--- config.mk ---
export PLATFORM = sky130hd
export DESIGN_NAME = sdram_req_arbiter
export DESIGN_NICKNAME = d
export VERILOG_FILES = /design/src/rtl/sdram_req_arbiter.sv
export SDC_FILE = /design/constraint.sdc
export NUM_CORES = 1
export LEC_CHECK = 0
export BUFFER_PORTS_ARGS = -buffer_cell sky130_fd_sc_hd__buf_2
export CAP_MARGIN = 15
export CORE_ASPECT_RATIO = 1.2
export CORE_UTILIZATION = 42
export CTS_BUF_LIST = sky130_fd_sc_hd__clkbuf_8
export DETAILED_ROUTE_END_ITERATION = 10
export MAX_ROUTING_LAYER = met4
export PLACE_DENSITY = 0.9
export SYNTH_ARGS = -nofsm -noshare
export SYNTH_HDL_FRONTEND = slang
export SYNTH_SLANG_ARGS = --single-unit
--- constraint.sdc ---
create_clock -name clk_i -period 1.5 [get_ports clk_i]
set_input_delay 0.3 -clock clk_i [delete_from_list [all_inputs] [get_ports clk_i]]
set_output_delay 0.3 -clock clk_i [all_outputs]
set_load 0.02 [all_outputs]
--- src/rtl/sdram_req_arbiter.sv ---
// Serialises the IOCTL download path and N_CLI fixed-priority read clients onto one SDRAM port, one transaction at a time.
// Outputs are registered, with one cycle from IDLE to sdram_req. Define STARVE_GUARD_EN to enable age-based starvation promotion.
module sdram_req_arbiter #(
  parameter int N_CLI        = 3,
  parameter int AW           = 23,
  parameter int TIMEOUT      = 255,
  parameter int STARVE_LIMIT = 15
) (
  input  logic                clk_i,
  input  logic                reset_n_i,
  input  logic                dl_active_i,
  input  logic                dl_req_i,
  input  logic [AW-1:0]       dl_addr_i,
  input  logic [31:0]         dl_data_i,
  output logic                dl_ack_o,
  input  logic [N_CLI-1:0]    cli_req_i,
  input  logic [N_CLI*AW-1:0] cli_addr_i,
  output logic [N_CLI-1:0]    cli_ack_o,
  output logic [N_CLI-1:0]    cli_valid_o,
  output logic [31:0]         cli_data_o,
  output logic [AW-1:0]       sdram_addr_o,
  output logic [31:0]         sdram_data_o,
  output logic                sdram_we_o,
  output logic                sdram_req_o,
  input  logic                sdram_ack_i,
  input  logic                sdram_valid_i,
  input  logic [31:0]         sdram_q_i,
  output logic                busy_o,
  output logic                timeout_err_o
);

  localparam logic [7:0] TIMEOUT_C = 8'(TIMEOUT);

  typedef enum logic [1:0] {S_IDLE, S_REQ, S_WAIT} state_t;

  state_t             state_q;
  logic               own_dl_q;
  logic [N_CLI-1:0]   owner_oh_q;
  logic [7:0]         wait_cnt_q;
  logic               dl_ack_q;
  logic [N_CLI-1:0]   cli_ack_q;
  logic [N_CLI-1:0]   cli_valid_q;
  logic [31:0]        cli_data_q;
  logic [AW-1:0]      sdram_addr_q;
  logic [31:0]        sdram_data_q;
  logic               sdram_we_q;
  logic               sdram_req_q;
  logic               timeout_err_q;

  logic [N_CLI-1:0]   cand;
  logic [N_CLI-1:0]   win_oh;
  logic [AW-1:0]      win_addr;
  logic               grant_cli;

  // Client grants are only issued from IDLE and only while no download is running.
  assign grant_cli = (state_q == S_IDLE) && !dl_active_i && (|cli_req_i);

`ifdef STARVE_GUARD_EN
  logic [3:0]       age_q [N_CLI];
  logic [3:0]       age_d [N_CLI];
  logic [N_CLI-1:0] starved;

  always_comb begin
    starved = '0;
    for (int i = 0; i < N_CLI; i++) begin
      starved[i] = cli_req_i[i] && (age_q[i] >= 4'(STARVE_LIMIT));
    end
  end

  assign cand = (|starved) ? starved : cli_req_i;

  always_comb begin
    for (int i = 0; i < N_CLI; i++) begin
      age_d[i] = age_q[i];
      if (!cli_req_i[i] || (grant_cli && win_oh[i])) begin
        age_d[i] = 4'd0;
      end else if (state_q == S_IDLE && age_q[i] != 4'hF) begin
        age_d[i] = age_q[i] + 4'd1;
      end
    end
  end

  always_ff @(posedge clk_i) begin
    for (int i = 0; i < N_CLI; i++) begin
      if (!reset_n_i) age_q[i] <= 4'd0;
      else            age_q[i] <= age_d[i];
    end
  end
`else
  assign cand = cli_req_i;
`endif

  // Isolate the lowest set bit: lowest index wins.
  assign win_oh = cand & (~cand + {{(N_CLI-1){1'b0}}, 1'b1});

  always_comb begin
    win_addr = '0;
    for (int i = 0; i < N_CLI; i++) begin
      if (win_oh[i]) win_addr = cli_addr_i[i*AW +: AW];
    end
  end

  always_ff @(posedge clk_i) begin
    if (!reset_n_i) begin
      state_q       <= S_IDLE;
      own_dl_q      <= 1'b0;
      owner_oh_q    <= '0;
      wait_cnt_q    <= 8'd0;
      dl_ack_q      <= 1'b0;
      cli_ack_q     <= '0;
      cli_valid_q   <= '0;
      cli_data_q    <= 32'd0;
      sdram_addr_q  <= '0;
      sdram_data_q  <= 32'd0;
      sdram_we_q    <= 1'b0;
      sdram_req_q   <= 1'b0;
      timeout_err_q <= 1'b0;
    end else begin
      dl_ack_q    <= 1'b0;
      cli_ack_q   <= '0;
      cli_valid_q <= '0;
      case (state_q)
        S_IDLE: begin
          if (dl_active_i) begin
            if (dl_req_i) begin
              sdram_addr_q <= dl_addr_i;
              sdram_data_q <= dl_data_i;
              sdram_we_q   <= 1'b1;
              sdram_req_q  <= 1'b1;
              own_dl_q     <= 1'b1;
              owner_oh_q   <= '0;
              state_q      <= S_REQ;
            end
          end else if (grant_cli) begin
            sdram_addr_q <= win_addr;
            sdram_we_q   <= 1'b0;
            sdram_req_q  <= 1'b1;
            own_dl_q     <= 1'b0;
            owner_oh_q   <= win_oh;
            state_q      <= S_REQ;
          end
        end
        S_REQ: begin
          if (sdram_ack_i) begin
            sdram_req_q <= 1'b0;
            // The wait counter counts WAIT cycles including the current one.
            wait_cnt_q  <= 8'd1;
            if (own_dl_q) begin
              dl_ack_q <= 1'b1;
              state_q  <= S_IDLE;
            end else begin
              cli_ack_q <= owner_oh_q;
              if (sdram_valid_i) begin
                cli_data_q  <= sdram_q_i;
                cli_valid_q <= owner_oh_q;
                state_q     <= S_IDLE;
              end else begin
                state_q <= S_WAIT;
              end
            end
          end
        end
        S_WAIT: begin
          if (sdram_valid_i) begin
            cli_data_q  <= sdram_q_i;
            cli_valid_q <= owner_oh_q;
            state_q     <= S_IDLE;
          end else if (wait_cnt_q == TIMEOUT_C) begin
            timeout_err_q <= 1'b1;
            state_q       <= S_IDLE;
          end else begin
            wait_cnt_q <= wait_cnt_q + 8'd1;
          end
        end
        default: state_q <= S_IDLE;
      endcase
    end
  end

  assign dl_ack_o      = dl_ack_q;
  assign cli_ack_o     = cli_ack_q;
  assign cli_valid_o   = cli_valid_q;
  assign cli_data_o    = cli_data_q;
  assign sdram_addr_o  = sdram_addr_q;
  assign sdram_data_o  = sdram_data_q;
  assign sdram_we_o    = sdram_we_q;
  assign sdram_req_o   = sdram_req_q;
  assign busy_o        = (state_q != S_IDLE);
  assign timeout_err_o = timeout_err_q;

endmodule

# Word level (Yosys, flattened, before mapping)
# Index checks and enable logic that the tools add are counted.
[word_totals]
word_cells = 87
inputBits = 165
output_inout_bits = 98
register_bits = 110
[op_classes]
n_eq_ne = 11
n_reduce_logical = 18
muxes = 38
addsub = 2
bitwise = 6
[op_table]
columns = ["op", "count"]
rows = [
  ["$mux 23", 6],
  ["$mux 32", 3],
  ["$pmux 32 s2", 1],
  ["$mux 8", 3],
  ["$mux 3", 6],
  ["$mux 2", 8],
  ["$pmux 8 s2", 1],
  ["$reduce_and 3->1", 5],
  ["$reduce_and 4->1", 3],
  ["$ne 3x3->1 const B", 3],
  ["$add 8x1->8 const B", 1],
  ["$eq 8x8->1 const B", 1],
  ["$ne 2x2->1 const B", 4],
  ["$reduce_bool 2->1", 4],
  ["$mux 1", 7],
  ["$pmux 2 s3", 1],
  ["$pmux 3 s2", 1],
  ["$not 1->1", 4],
  ["$reduce_or 4->1", 1],
  ["$add 3x1->3 const B", 1],
  ["$and 3x3->3", 1],
  ["$not 3->3", 1],
  ["$reduce_or 3->1", 1],
  ["$eq 2x1->1 const B", 1],
  ["6 further kinds", 7],
]

# Logic depth before layout (Yosys ltp)
# Gate-level depths: netlist (run 1).
[logic_depth]
depth_word = 8
depth_mapped = 8
mapped_depth_nobuf = 6

# Worst setup path after synthesis (run 1)
# Ideal clock, no wire load.
[synth_path]
path_type = "register to register"
startpoint = "reg state_q[0]"
endpoint = "reg sdram_addr_q[12] (netlist: sdram_addr_o[12])"
slack_ns = -0.084
period_less_slack_ns = 1.584
path_stages_with_launch = 8
path_buffers = 2
t_arrival_ns = 1.451
setup_time_ns = 0.132
required_ns = 1.368
path_cell_list = "dfxtp_1 > inv_1 > ha_1 > buf_2 > nand3_1 > o21ai_2 > clkbuf_1 > a21oi_1"
[synth_between]
elab_chain_cells = 5
[synth_lines]
columns = ["item", "line", "text"]
rows = [
  ["from (decl)", "36", "state_t state_q;"],
  ["from (signal assigned)", "105", "state_q <= S_IDLE;"],
  ["from (signal assigned)", "132", "state_q <= S_REQ;"],
  ["from (signal assigned)", "140", "state_q <= S_REQ;"],
  ["$logic_not 2->1 *", "56, 122", ""],
  ["$logic_and 1x1->1 (2 in series)", "56", "assign grant_cli = (state_q == S_IDLE) && !dl_active_i && (|cli_req_i);"],
  ["$reduce_bool 2->1 (no source line)", "-", ""],
  ["$reduce_and 3->1 (no source line) *", "-", ""],
  ["to (signal assigned)", "126", "sdram_addr_q <= dl_addr_i;"],
  ["to (signal assigned)", "135", "sdram_addr_q <= win_addr;"],
  ["to (decl)", "44", "logic [AW-1:0] sdram_addr_q;"],
]
# Every way passes the cells marked *; elsewhere a longest branch is shown, timed or not.
# A chain may end at the register's enable or synchronous reset.

# Worst setup path in the final report (run 1)
[layout_path]
startpoint = "reg state_q[0]"
endpoint = "reg wait_cnt_q[4]"
[layout_between]
elab_chain_cells = 3
word_cells_on_any_way = 8
classes_between = "5 x eq/ne; 1 x mux; 2 x reduce/logical"
[layout_lines]
columns = ["item", "line", "text"]
rows = [
  ["$eq 2x2->1 or $eq 2x1->1 (tied branches)", "122", "case (state_q)"],
  ["$ne 2x2->1 (no source line) or $reduce_bool 2->1 (tied branches)", "-", ""],
  ["$reduce_and 4->1 (no source line)", "-", ""],
  ["to (signal assigned)", "172", "wait_cnt_q <= wait_cnt_q + 8'd1;"],
  ["to (decl)", "39", "logic [7:0] wait_cnt_q;"],
]
# Several ways; a longest one is shown, not always the timed one.

==> impl.org, run 1 <==
** Setup path
- At the worst endpoint, the required time is 1.80 ns.
- Data arrival time of the critical path :: 1.95 ns
- Along the worst path, the maximum fanout reaches 5.
- The worst setup path is captured at a flop.
- The worst setup path is launched from a flop.
- Critical Setup Path Class :: reg -> reg

** CTS
- Sinks on Clock Net :: 110
- In this run the deepest clock path goes through 2 buffers.
- TritonCTS Buffers :: 9
- Clock-pin slew was measured on the worst setup and hold paths at 0.12 ns.
- CTS built an H-tree with a depth of 3.
- Number of buffers added to fix hold violations after cts :: 0
- TritonCTS clock tree :: built
- The later pin in the worst-skew pair is clocked with a latency of 0.38 ns.
- Clock tree synthesis selected as its root buffer the cell sky130_fd_sc_hd__clkbuf_8.

** STA
- The number of failing hold endpoints at the final stage is 0.
- Across the routed clock network, the largest skew measured is 0.0166 ns.
- Least setup slack across all paths after layout :: -0.150 ns
- Period minus WS final :: 1.65 ns
- Setup repair after global routing missed its margin :: yes
- Setup violations remaining at the end of the flow were counted as 64.
- The max-slew violation count came to 0.
- Final worst path period share :: 110%
- Fmax :: 606 MHz
- Slew Limit Headroom :: 63.2%
- Slew at the pin with the worst max-slew slack :: 0.548 ns

** Yosys
- Ys flop type :: sky130_fd_sc_hd__dfxtp_1
- Of all flip-flops after synthesis, the portion carrying an async set or reset was 0%.
- During synthesis, Yosys emitted a total of 0 warnings.
- Most repeated cell in the gate-level netlist after synthesis :: sky130_fd_sc_hd__nand2_1
- Cell type contributing the most total cell area after synthesis :: sky130_fd_sc_hd__dfxtp_1
- Synthesis handed over a netlist of 636 instances.
- Sorting the synthesized cells by how often they occur yields sky130_fd_sc_hd__nand2_1, sky130_fd_sc_hd__a21oi_1, sky130_fd_sc_hd__dfxtp_1.
- Share of the synthesized area in the top cell type :: 46.0%
- Count of cell types in the netlist :: 41
- In this run the mean area of a mapped cell was 7.52 sq um.
- Counting flops with a built-in enable in the synthesized netlist gives 0.
- Ranking of synthesized cells by area :: sky130_fd_sc_hd__dfxtp_1, sky130_fd_sc_hd__a21oi_1, sky130_fd_sc_hd__nand2_1
- When the netlist entered floorplanning its net count stood at 806.
- The cell area that synthesis handed to floorplanning was 4780 sq um.
- Sequential-to-total area share from yosys stat :: 46.0%
- After synthesis the netlist holds a flip-flop and latch count of 110.

** Drt
- In this run, the number of DRC markers left after iteration 0 of detailed routing was 325.
- Across all layers, the routed design uses 5622 vias.
- Total DRC errors in the routed layout :: 0
- Detailed-route wire length per cell :: 15.6 um
- Once detail routing completed, the nets flagged for antenna violations numbered 0.
- Before antenna repair, the detailed router went through 5 iterations.
- In the routed layout, each cell is associated on average with a via count of 5.35.
- Routed wire length :: 16.4 mm

** Global routing
- The via count of the first global-routing pass came to 5009.
- In the global route stage, overall resource usage came out at 25.6%.
- The number of antenna violations at the first check in global routing came to 1.
- Overflow left after global routing :: 0
- The first global-routing pass estimated 23.5 mm of wire.
- Entering global routing, the biggest net connects 52 pins.

** Pwr
- Internal power component :: 5.25 mW
- Share of power burned in combinational logic :: 36.6%
- Sequential share of power :: 41.5%
- Power density relative to cell area :: 1130 nW/um^2
- Static leakage :: 3.34 nW
- Clock Power Share :: 22.0%
- For this design the total switching power over the nets is 2.96 mW.
- Net switching share of the total power :: 36.1%
- The completed layout was analyzed and its total power is 8.21 mW.
- The worst-case IR drop observed on VDD is 0.000581 V.

** Die
- DIE HEIGHT :: 119 um
- For this configuration, the core starts out at a cell density of 43.3%.
- Boundary pin count :: 263
- The floorplan step defined a core boundary enclosing 11000 sq um.
- Total Die Area :: 11800 sq um
- The die is 99.4 um wide.
- In this run the core area contains 42 standard-cell rows.

** Placed design
- Count of input and output buffers :: 262
- Standard cell area after detailed placement :: 6370 sq um
- Post-DP HPWL :: 10.8 mm
- Final weighted congestion in routability-driven placement :: 0.852

** Layout
- Number of nets in the final layout :: 1082
- Summing all non-filler instances in the final layout gives an area of 7240 sq um.
- Compared with the post-synthesis result, the final layout area differs by 51.3%.
- The post-route netlist has 43.2% of its cells at a drive strength greater than 1.

** Flow run
- Reported max-cap violation count :: 0

** Run status
- Failing checks :: negative setup slack
- The run finished, with violations left.

** Worst hold path
- The path class of the tightest hold or removal check is in -> reg.
worst paths after layout:
path                 startpoint               to  slack (ns)  cells after the start
setup reg to reg     state_q[0]    wait_cnt_q[4]       -0.15                      6
hold reg to reg   cli_data_o[0]    cli_data_o[0]        0.46                      2
setup / recovery     state_q[0]    wait_cnt_q[4]       -0.15                      6
hold / removal     dl_data_i[7]  sdram_data_o[7]        0.14                      3
power by group through the flow:
stage	Combinational (mW)	Clock [mW]	Sequential (mW)
global placement	2.05	0	3.41
CTS	2.52	1.81	3.36
detailed placement	2.09	0	3.42
finish	3.00	1.80	3.40
floorplan	0.912	0	3.73
global route	3.20	1.92	3.44
state kept, by name (all words and copies together), names as in the netlist:
name,flops
cli_ack_o,3
cli_data_o,32
cli_valid_o,3
dl_ack_o,1
owner_oh_q,3
sdram_addr_o,23
sdram_data_o,32
sdram_req_o,1
sdram_we_o,1
state_q,2
timeout_err_o,1
wait_cnt_q,8
stage by stage:
stage	std cells	setup TNS (ns)	utilization, %	worst slack [ns]	hold slack [ns]
after floorplan	636	-0.118	-	-0.00393	0.436
after global placement	1007	-0.149	57.7	-0.0333	0.438
after detailed placement	1007	-2.49	57.7	-0.0929	0.443
after CTS	1036	-1.37	62.2	-0.0971	0.133
after global routing	1050	-6.94	65.6	-0.166	0.127
final	1050	-3.43	65.6	-0.150	0.141
cell families after synthesis:
logic type,Yosys count,synth area share (%)
AO/OA/AOI/OAI,234,27.0
XOR/XNOR,1,0.183
adder cells (fa/ha/maj),5,1.31
buffers and inverters,79,6.59
flip-flops,110,46.0
multiplexers,3,0.732
AND/OR/NAND/NOR,204,18.1
final cells by class:
cell class                      instances  area, sq um
Antenna cell                            1         2.50
Clock buffer                            9          124
Clock inverter                          7         77.6
Fill cell                             895         3800
Inverter                               30          123
Multi-Input combinational cell        447         2570
Sequential cell                       110         2210
Tap cell                              132          165
Timing Repair Buffer                  314         1970
layer usage:
metal / GRT usage (%) / vias up / wire length [um]
met4: 11.9 / 0 / 479
met5: - / - / 0
met2: 45.5 / 289 / 8480
met1: 27.0 / 2575 / 6090
met3: 5.28 / 37 / 1370
li1: - / 2721 / -
critical path, stage by stage (launching register included):
cell	delay [ns]
sky130_fd_sc_hd__dfxtp_4	0.39
sky130_fd_sc_hd__buf_6	0.12
sky130_fd_sc_hd__ha_4	0.17
sky130_fd_sc_hd__mux2_4	0.24
sky130_fd_sc_hd__o2111ai_4	0.16
sky130_fd_sc_hd__or3_1	0.36
sky130_fd_sc_hd__a21oi_2	0.13
what timing repair did:
item                                    4_1_cts  5_1_grt
resized for setup                            27       87
endpoints found under the setup margin       98       90
pin swaps                                     7        7
gates cloned                                  3        5
buffers inserted                             10       11
layout by cell type, fill, tap and decap left out, drive strengths merged, types with 3 or more instances in the layout:
cell type	n
buf	310
nand2	162
a21oi	144
dfxtp	110
o21ai	55
inv	33
a22oi	23
clkbuf	13
nor2	7
and2	7
or3	6
nand3	5
ha	5
o21a	4
clkinv	4
nand4	3
No activity file was read; power rests on OpenSTA's default activity.
==> run 2, diff against run 1 <==
--- a/config.mk
+++ b/config.mk
@@ -8,11 +8,12 @@
 export BUFFER_PORTS_ARGS = -buffer_cell sky130_fd_sc_hd__buf_2
 export CAP_MARGIN = 15
 export CORE_ASPECT_RATIO = 1.2
-export CORE_UTILIZATION = 42
+export CORE_UTILIZATION = 45
 export CTS_BUF_LIST = sky130_fd_sc_hd__clkbuf_8
 export DETAILED_ROUTE_END_ITERATION = 10
 export MAX_ROUTING_LAYER = met4
-export PLACE_DENSITY = 0.9
+export PLACE_DENSITY = 0.92
+export SKIP_CTS_REPAIR_TIMING = 1
 export SYNTH_ARGS = -nofsm -noshare
 export SYNTH_HDL_FRONTEND = slang
 export SYNTH_SLANG_ARGS = --single-unit
==> constraint.sdc (replaced) <==
create_clock -name clk_i -period 1.6 [get_ports clk_i]
set_input_delay 0.24 -clock clk_i [delete_from_list [all_inputs] [get_ports clk_i]]
set_output_delay 0.24 -clock clk_i [all_outputs]
set_load 0.02 [all_outputs]
==> impl.org, run 2 (synthesis gave the netlist of run 1 again) <==
** Run status
- Outcome :: complete, but fails checks
- Failing checks :: negative setup slack

** Setup path
- Launching element type of the critical path :: flop
- CP max FO :: 5
- The largest single stage delay on the critical path is 0.39 ns.
- The critical path goes through inv_4 -> buf_6 -> ha_4 -> buf_6 -> inv_4 -> buf_6.
- For flop-to-flop paths, the worst setup slack is -0.01 ns.
- Among cell families on the critical path, the largest total delay comes from buffers and inverters.
- In this run the critical register-to-register path is captured at sdram_addr_o[15].
- Critical Setup Path Class :: reg -> out
- Data arrival time of the critical path :: 1.38 ns
- The worst setup path is captured at a primary output.
- Buffering stage count on the worst path with inverters included :: 5
- Counting stages on the worst path, the most repeated cell is sky130_fd_sc_hd__buf_6.
- Worst Path Required :: 1.36 ns
- Path depth of the worst reg2reg path :: 9
- Library cell contributing the largest single delay on the critical path :: sky130_fd_sc_hd__dfxtp_4
- The startpoint identified for the worst register-to-register timing path is state_q[1].

** Pwr
- In this run, flip-flops and latches consume 44.4% of the power.
- The analysis attributes to net switching a power of 2.46 mW.
- Largest voltage drop on the vdd net :: 0.000468 V
- Share of power burned in combinational logic :: 32.2%
- Tot Pwr :: 7.10 mW
- Clock Power Share :: 23.3%
- Net switching is 34.6% of the power.
- Dividing total power by cell area gives a power density of 1040 nW/um^2.
- In this run the static leakage power is 3.19 nW.
- Cell internal power was estimated by the tool at 4.64 mW.

** Layout
- Relative to the synthesized area, the layout overhead comes to 42.2%.
- The net count of the finished layout is 1063.
- Final standard cell utilization of the core :: 66.9%
- Excluding fillers, the count of instances in the completed layout stands at 1024.
- Summing all multi-input logic gate instances after layout gives 2360 sq um.
- Across the whole layout, storage elements account for 2210 sq um.
- 0 antenna diodes ended up in the layout.
- The top cell types in the final layout, fill and taps aside, are sky130_fd_sc_hd__buf_2, sky130_fd_sc_hd__nand2_1, sky130_fd_sc_hd__a21oi_1, sky130_fd_sc_hd__dfxtp_1, sky130_fd_sc_hd__o21ai_0.
- The finished cells cover 6800 sq um.
- The layout has 832 filler cells.
- Most common cell after layout, fill and taps aside :: sky130_fd_sc_hd__buf_2
- Ratio of cells with drive above 1 in the final layout :: 37.3%

** Global routing
- The via count of the first global-routing pass is 4667.
- Overflow left after global routing :: 0
- Initial antenna violation count :: 0
- Pin count of the biggest net entering global routing :: 50
- Global routing used 25.5% of the available tracks across all layers.
- The first global-routing pass estimated 21.2 mm of wire.

** Worst hold path
- Depth of the worst hold-timing path :: 3
- Class of the tightest hold or removal check :: in -> reg
- Startpoint of the lowest-slack hold path :: dl_data_i[6]
- Worst min-delay path endpoint :: sdram_data_o[6]

** STA
- Slew at the pin with the worst max-slew slack :: 0.360 ns
- The number of failing hold endpoints at the final stage was 0.
- Setup repair after global routing could not meet its margin everywhere.
- In this run the tightest slew margin relative to its limit is 76.0%.
- Final worst path period share :: 101%
- The max-slew violation count came to 0.
- Setup violations remaining at the end of the flow were counted as 3.
- Least setup slack across all paths after layout :: -0.0221 ns
- Worst slack on hold paths :: 0.0807 ns
- Clock Skew :: 0.00898 ns
- Setup TNS :: -0.0306 ns
- Fmax :: 616 MHz
- The routed design could run at a clock period as short as 1.62 ns.

** Die
- DIE HEIGHT :: 115 um
- From left edge to right edge, the die measures 96.1 um.
- Total Die Area :: 11000 sq um
- The floorplan has 40 rows.
- The floorplan step defined a core boundary enclosing 10200 sq um.
- Initial core utilization :: 47.1%
- In this run the count of I/O pins placed on the die edge is 263.

** Drt
- The routed layout has 5377 vias.
- Detailed-route wire length per cell :: 14.7 um
- For this block, the initial DRC count from the detailed router was 265.
- The final layout contains routed wiring with a total length of 15.1 mm.
- Total DRC errors in the routed layout :: 0
- The first detailed-routing pass took 4 iterations.
- Post-detailed-route count of antenna-violating nets :: 0
- Post-DR vias/cell :: 5.25

** CTS
- Clock latency on the worst-skew pair :: 0.37 ns
- TritonCTS Buffers :: 9
- Buffer cell driving the clock tree root :: sky130_fd_sc_hd__clkbuf_8
- TritonCTS built the clock tree.
- H-tree levels :: 3
- Max Root-Sink Buffers :: 2
- Counting every sink on the clock net gives 110.
- CTS clock-pin slew for the worst setup and hold paths :: 0.11 ns

** Placed design
- Detailed placement ended at an HPWL of 10.5 mm.
- During placement, the flow inserted port buffers numbering 262.
- Final weighted congestion in routability-driven placement :: 0.859
- Placed cells :: 999
- Timing analysis after detailed placement gives a worst setup slack of -0.0936 ns.
- Standard cell area after detailed placement :: 6330 sq um

** Flow run
- The tool flagged a number of max-cap violations equal to 0.
[run 2: tightest hold or removal path, cell delays in order]
cell and delay [ns]:
sky130_fd_sc_hd__buf_2 0.09, sky130_fd_sc_hd__nand2_1 0.04, sky130_fd_sc_hd__a21oi_1 0.05
[run 2: area by class of cell]
type / count / area share, %
well taps: 126 / 2.32
inverters: 30 / 1.77
multi-input cells: 447 / 34.7
clock inverters: 6 / 0.902
repair buffers: 295 / 25.8
clock buffers: 10 / 2.02
flip-flops and latches: 110 / 32.5
[run 2: worst max-delay path by stage]
stage,startpoint,end,slack [ns],cells after the start
finish,state_q[1],busy_o,-0.02,6
global route,state_q[1],busy_o,-0.08,6
global placement,state_q[0],wait_cnt_q[7],0.005,6
CTS,state_q[1],busy_o,-0.24,6
detailed placement,state_q[1],state_q[1],-0.09,7
floorplan,state_q[0],sdram_addr_o[12],0.02,7
[run 2: routing by layer]
layer	vias to the layer above	part of all wire (%)	track usage, %	wire [um]
li1	2669	-	-	-
met5	-	0	-	0
met4	0	2.0	8.76	308
met2	250	52	44.3	7850
met1	2433	38	28.0	5680
met3	25	8.2	6.28	1240
[run 2: power by group through the flow]
stage                     combinational [mW]  clock, mW  sequential (mW)
after floorplan                        0.841          0             3.50
after global placement                  1.92          0             3.19
after detailed placement                1.96          0             3.19
after CTS                               1.97       1.71             3.13
after global routing                    2.48       1.83             3.19
final                                   2.29       1.66             3.16
==> run 3, diff against run 2 <==
--- a/config.mk
+++ b/config.mk
@@ -8,11 +8,11 @@
 export BUFFER_PORTS_ARGS = -buffer_cell sky130_fd_sc_hd__buf_2
 export CAP_MARGIN = 15
 export CORE_ASPECT_RATIO = 1.2
-export CORE_UTILIZATION = 45
+export CORE_UTILIZATION = 30
 export CTS_BUF_LIST = sky130_fd_sc_hd__clkbuf_8
 export DETAILED_ROUTE_END_ITERATION = 10
 export MAX_ROUTING_LAYER = met4
-export PLACE_DENSITY = 0.92
+export PLACE_DENSITY = 0.69
 export SKIP_CTS_REPAIR_TIMING = 1
 export SYNTH_ARGS = -nofsm -noshare
 export SYNTH_HDL_FRONTEND = slang
==> impl.org, run 3 (synthesis gave the netlist of run 1 again) <==
** STA
- Slew at the pin with the worst max-slew slack :: 0.413 ns
- Setup repair after global routing could not meet its margin everywhere.
- The number of failing hold endpoints at the final stage was 0.
- Of the available clock period, the critical path in the final layout requires 100%.
- On the final layout, the worst hold slack is 0.0884 ns.
- Period minus WS final :: 1.61 ns
- Fmax :: 623 MHz
- Setup violations remaining at the end of the flow were counted as 1.
- Least setup slack across all paths after layout :: -0.00617 ns
- Slew Limit Headroom :: 72.1%
- Clock Skew :: 0.0135 ns
- The max-slew violation count is 0.

** Drt
- Routed wire length :: 15.3 mm
- Post-detailed-route count of antenna-violating nets :: 0
- Total DRC errors in the routed layout :: 0
- Post-DR vias/cell :: 4.75
- The detailed router finished its first iteration with 226 violations.
- Dividing the detail-routed wire length by the instance count gives 13.8 um.
- The first detailed-routing pass took 4 iterations.
- Vias after detailed routing :: 5271

** CTS
- The tree is rooted in a sky130_fd_sc_hd__clkbuf_8.
- TritonCTS Buffers :: 9
- Clock latency on the worst-skew pair, taken at its later pin, is 0.37 ns.
- After clock tree synthesis, the clock-pin slew on the worst setup and hold paths is 0.12 ns.
- The H-tree was split into 3 levels.
- The longest clock path from root to sink contains 2 buffers.
- The clock net in this run drives a total of 110 sinks.
- TritonCTS built the clock tree.

** Setup path
- The worst setup path is launched from a flop.
- For flop-to-flop paths, the worst setup slack is 0.01 ns.
- Slowest cell delay on critical path :: 0.35 ns
- At the worst endpoint, the required time is 1.36 ns.
- Capture point of the critical path :: busy_o
- Critical Path Most Common Cell :: sky130_fd_sc_hd__buf_6
- Measured in cells, the most critical reg-to-reg path has a length of 9.
- Critical Setup Path Class :: reg -> out
- Source of the worst register-to-register timing path :: state_q[0]
- Setup crit end kind :: primary output
- In this run the worst setup path begins at state_q[0].
- Along the worst path, the maximum fanout reaches 5.
- Worst path cell trace :: inv_2 -> buf_6 -> ha_4 -> buf_6 -> inv_4 -> buf_6
- FF-to-FF End :: sdram_addr_o[16]
- Among all stages on the critical path, the largest delay is contributed by sky130_fd_sc_hd__dfxtp_2.
- Data arrival time of the critical path :: 1.37 ns

** Layout
- After routing the design area is 6990 sq um.
- Ratio of cells with drive above 1 in the final layout :: 38.3%
- After the flow finishes, the layout carries non-filler instances totaling 1110.
- Final standard cell utilization of the core :: 44.9%
- The final layout contains 1066 nets.
- Most frequent cells in the layout :: sky130_fd_sc_hd__buf_2, sky130_fd_sc_hd__nand2_1, sky130_fd_sc_hd__a21oi_1, sky130_fd_sc_hd__dfxtp_1, sky130_fd_sc_hd__o21ai_0
- Layout overhead on the synthesized area :: 46.1%
- Leaving out fill and tap cells, the most frequent cell in the layout is sky130_fd_sc_hd__buf_2.

** Global routing
- The first global-routing pass estimated 22.2 mm of wire.
- Global routing finished with a remaining overflow of 0.
- The number of antenna violations at the first check in global routing was 1.
- Pin count of the biggest net entering global routing :: 47
- Across every metal layer, demand over resource in global routing totals 17.6%.
- Vias in the first global route :: 4675

** Die
- Initial core utilization :: 30.7%
- Boundary pin count :: 263
- Die X-Extent :: 117 um
- DIE HEIGHT :: 140 um
- In this run the core area contains 50 standard-cell rows.
- Placeable Area :: 15600 sq um
- The die covers 16500 sq um.

** Placed design
- Counting tap cells, the placed design contains a total of 1082 instances.
- Final weighted congestion in routability-driven placement :: 0.792
- In this run the tool buffered the top-level ports with 262 buffer cells.
- Timing analysis after detailed placement gives a worst setup slack of -0.0564 ns.
- Summed over all nets, the half-perimeter wirelength after detailed placement is 10.8 mm.
- Standard cell area after detailed placement :: 6460 sq um

** Pwr
- Power density relative to cell area :: 1060 nW/um^2
- Static leakage :: 3.24 nW
- The worst-case IR drop observed on VDD is 0.000541 V.

** Run status
- Failing checks :: negative setup slack
- Outcome :: complete, but fails checks

** Worst hold path
- The min-delay analysis places its worst path in the category in -> reg.

** Flow run
- The tool flagged a number of max-cap violations equal to 0.
==> run 3: final cells by class <==
cell class              count  area, sq um
multi-input cells         447         2370
diodes                      1         2.50
inverters                  30          115
well taps                 208          260
clock buffers               9          124
clock inverters             7          111
repair buffers            298         1800
fillers                  1582         8590
flip-flops and latches    110         2210
==> run 3: worst max-delay path, delay by kind of cell, from the launching register on <==
family	cells	cell delay, ns
flip-flops	1	0.35
adder cells (fa/ha/maj)	1	0.18
buffers and inverters	5	0.47
==> run 3: worst min-delay path by stage <==
stage                           from          endpoint  slack [ns]  cells past startpoint
finish                 dl_data_i[24]  sdram_data_o[24]        0.09                      3
detailed placement  sdram_data_o[12]  sdram_data_o[12]        0.44                      2
global placement     sdram_data_o[9]   sdram_data_o[9]        0.44                      2
global route           dl_data_i[23]  sdram_data_o[23]        0.05                      3
CTS                    dl_data_i[24]  sdram_data_o[24]        0.07                      3
floorplan              sdram_q_i[10]    cli_data_o[10]        0.38                      2
==> run 3: where the power goes <==
group	switching, mW	internal (mW)	total [mW]
registers	0.137	3.01	3.15
clock network	1.03	0.916	1.94
logic	1.33	0.996	2.32
==> run 3: metal layers <==
layer  part of all wire [%]  global-route usage (%)
met1                     41                    19.8
met2                     50                    30.6
met3                    8.4                    4.20
met4                    1.1                    4.60
met5                      0                       -
==> run 3: stage by stage <==
step | total power [mW] | TNS (ns)
6_report | 7.41 | -0.00617
3_3_place_gp | 5.13 | 0
4_1_cts | 7.14 | -1.33
2_1_floorplan | 4.34 | 0
3_5_place_dp | 5.16 | -0.155
5_1_grt | 7.87 | -0.952
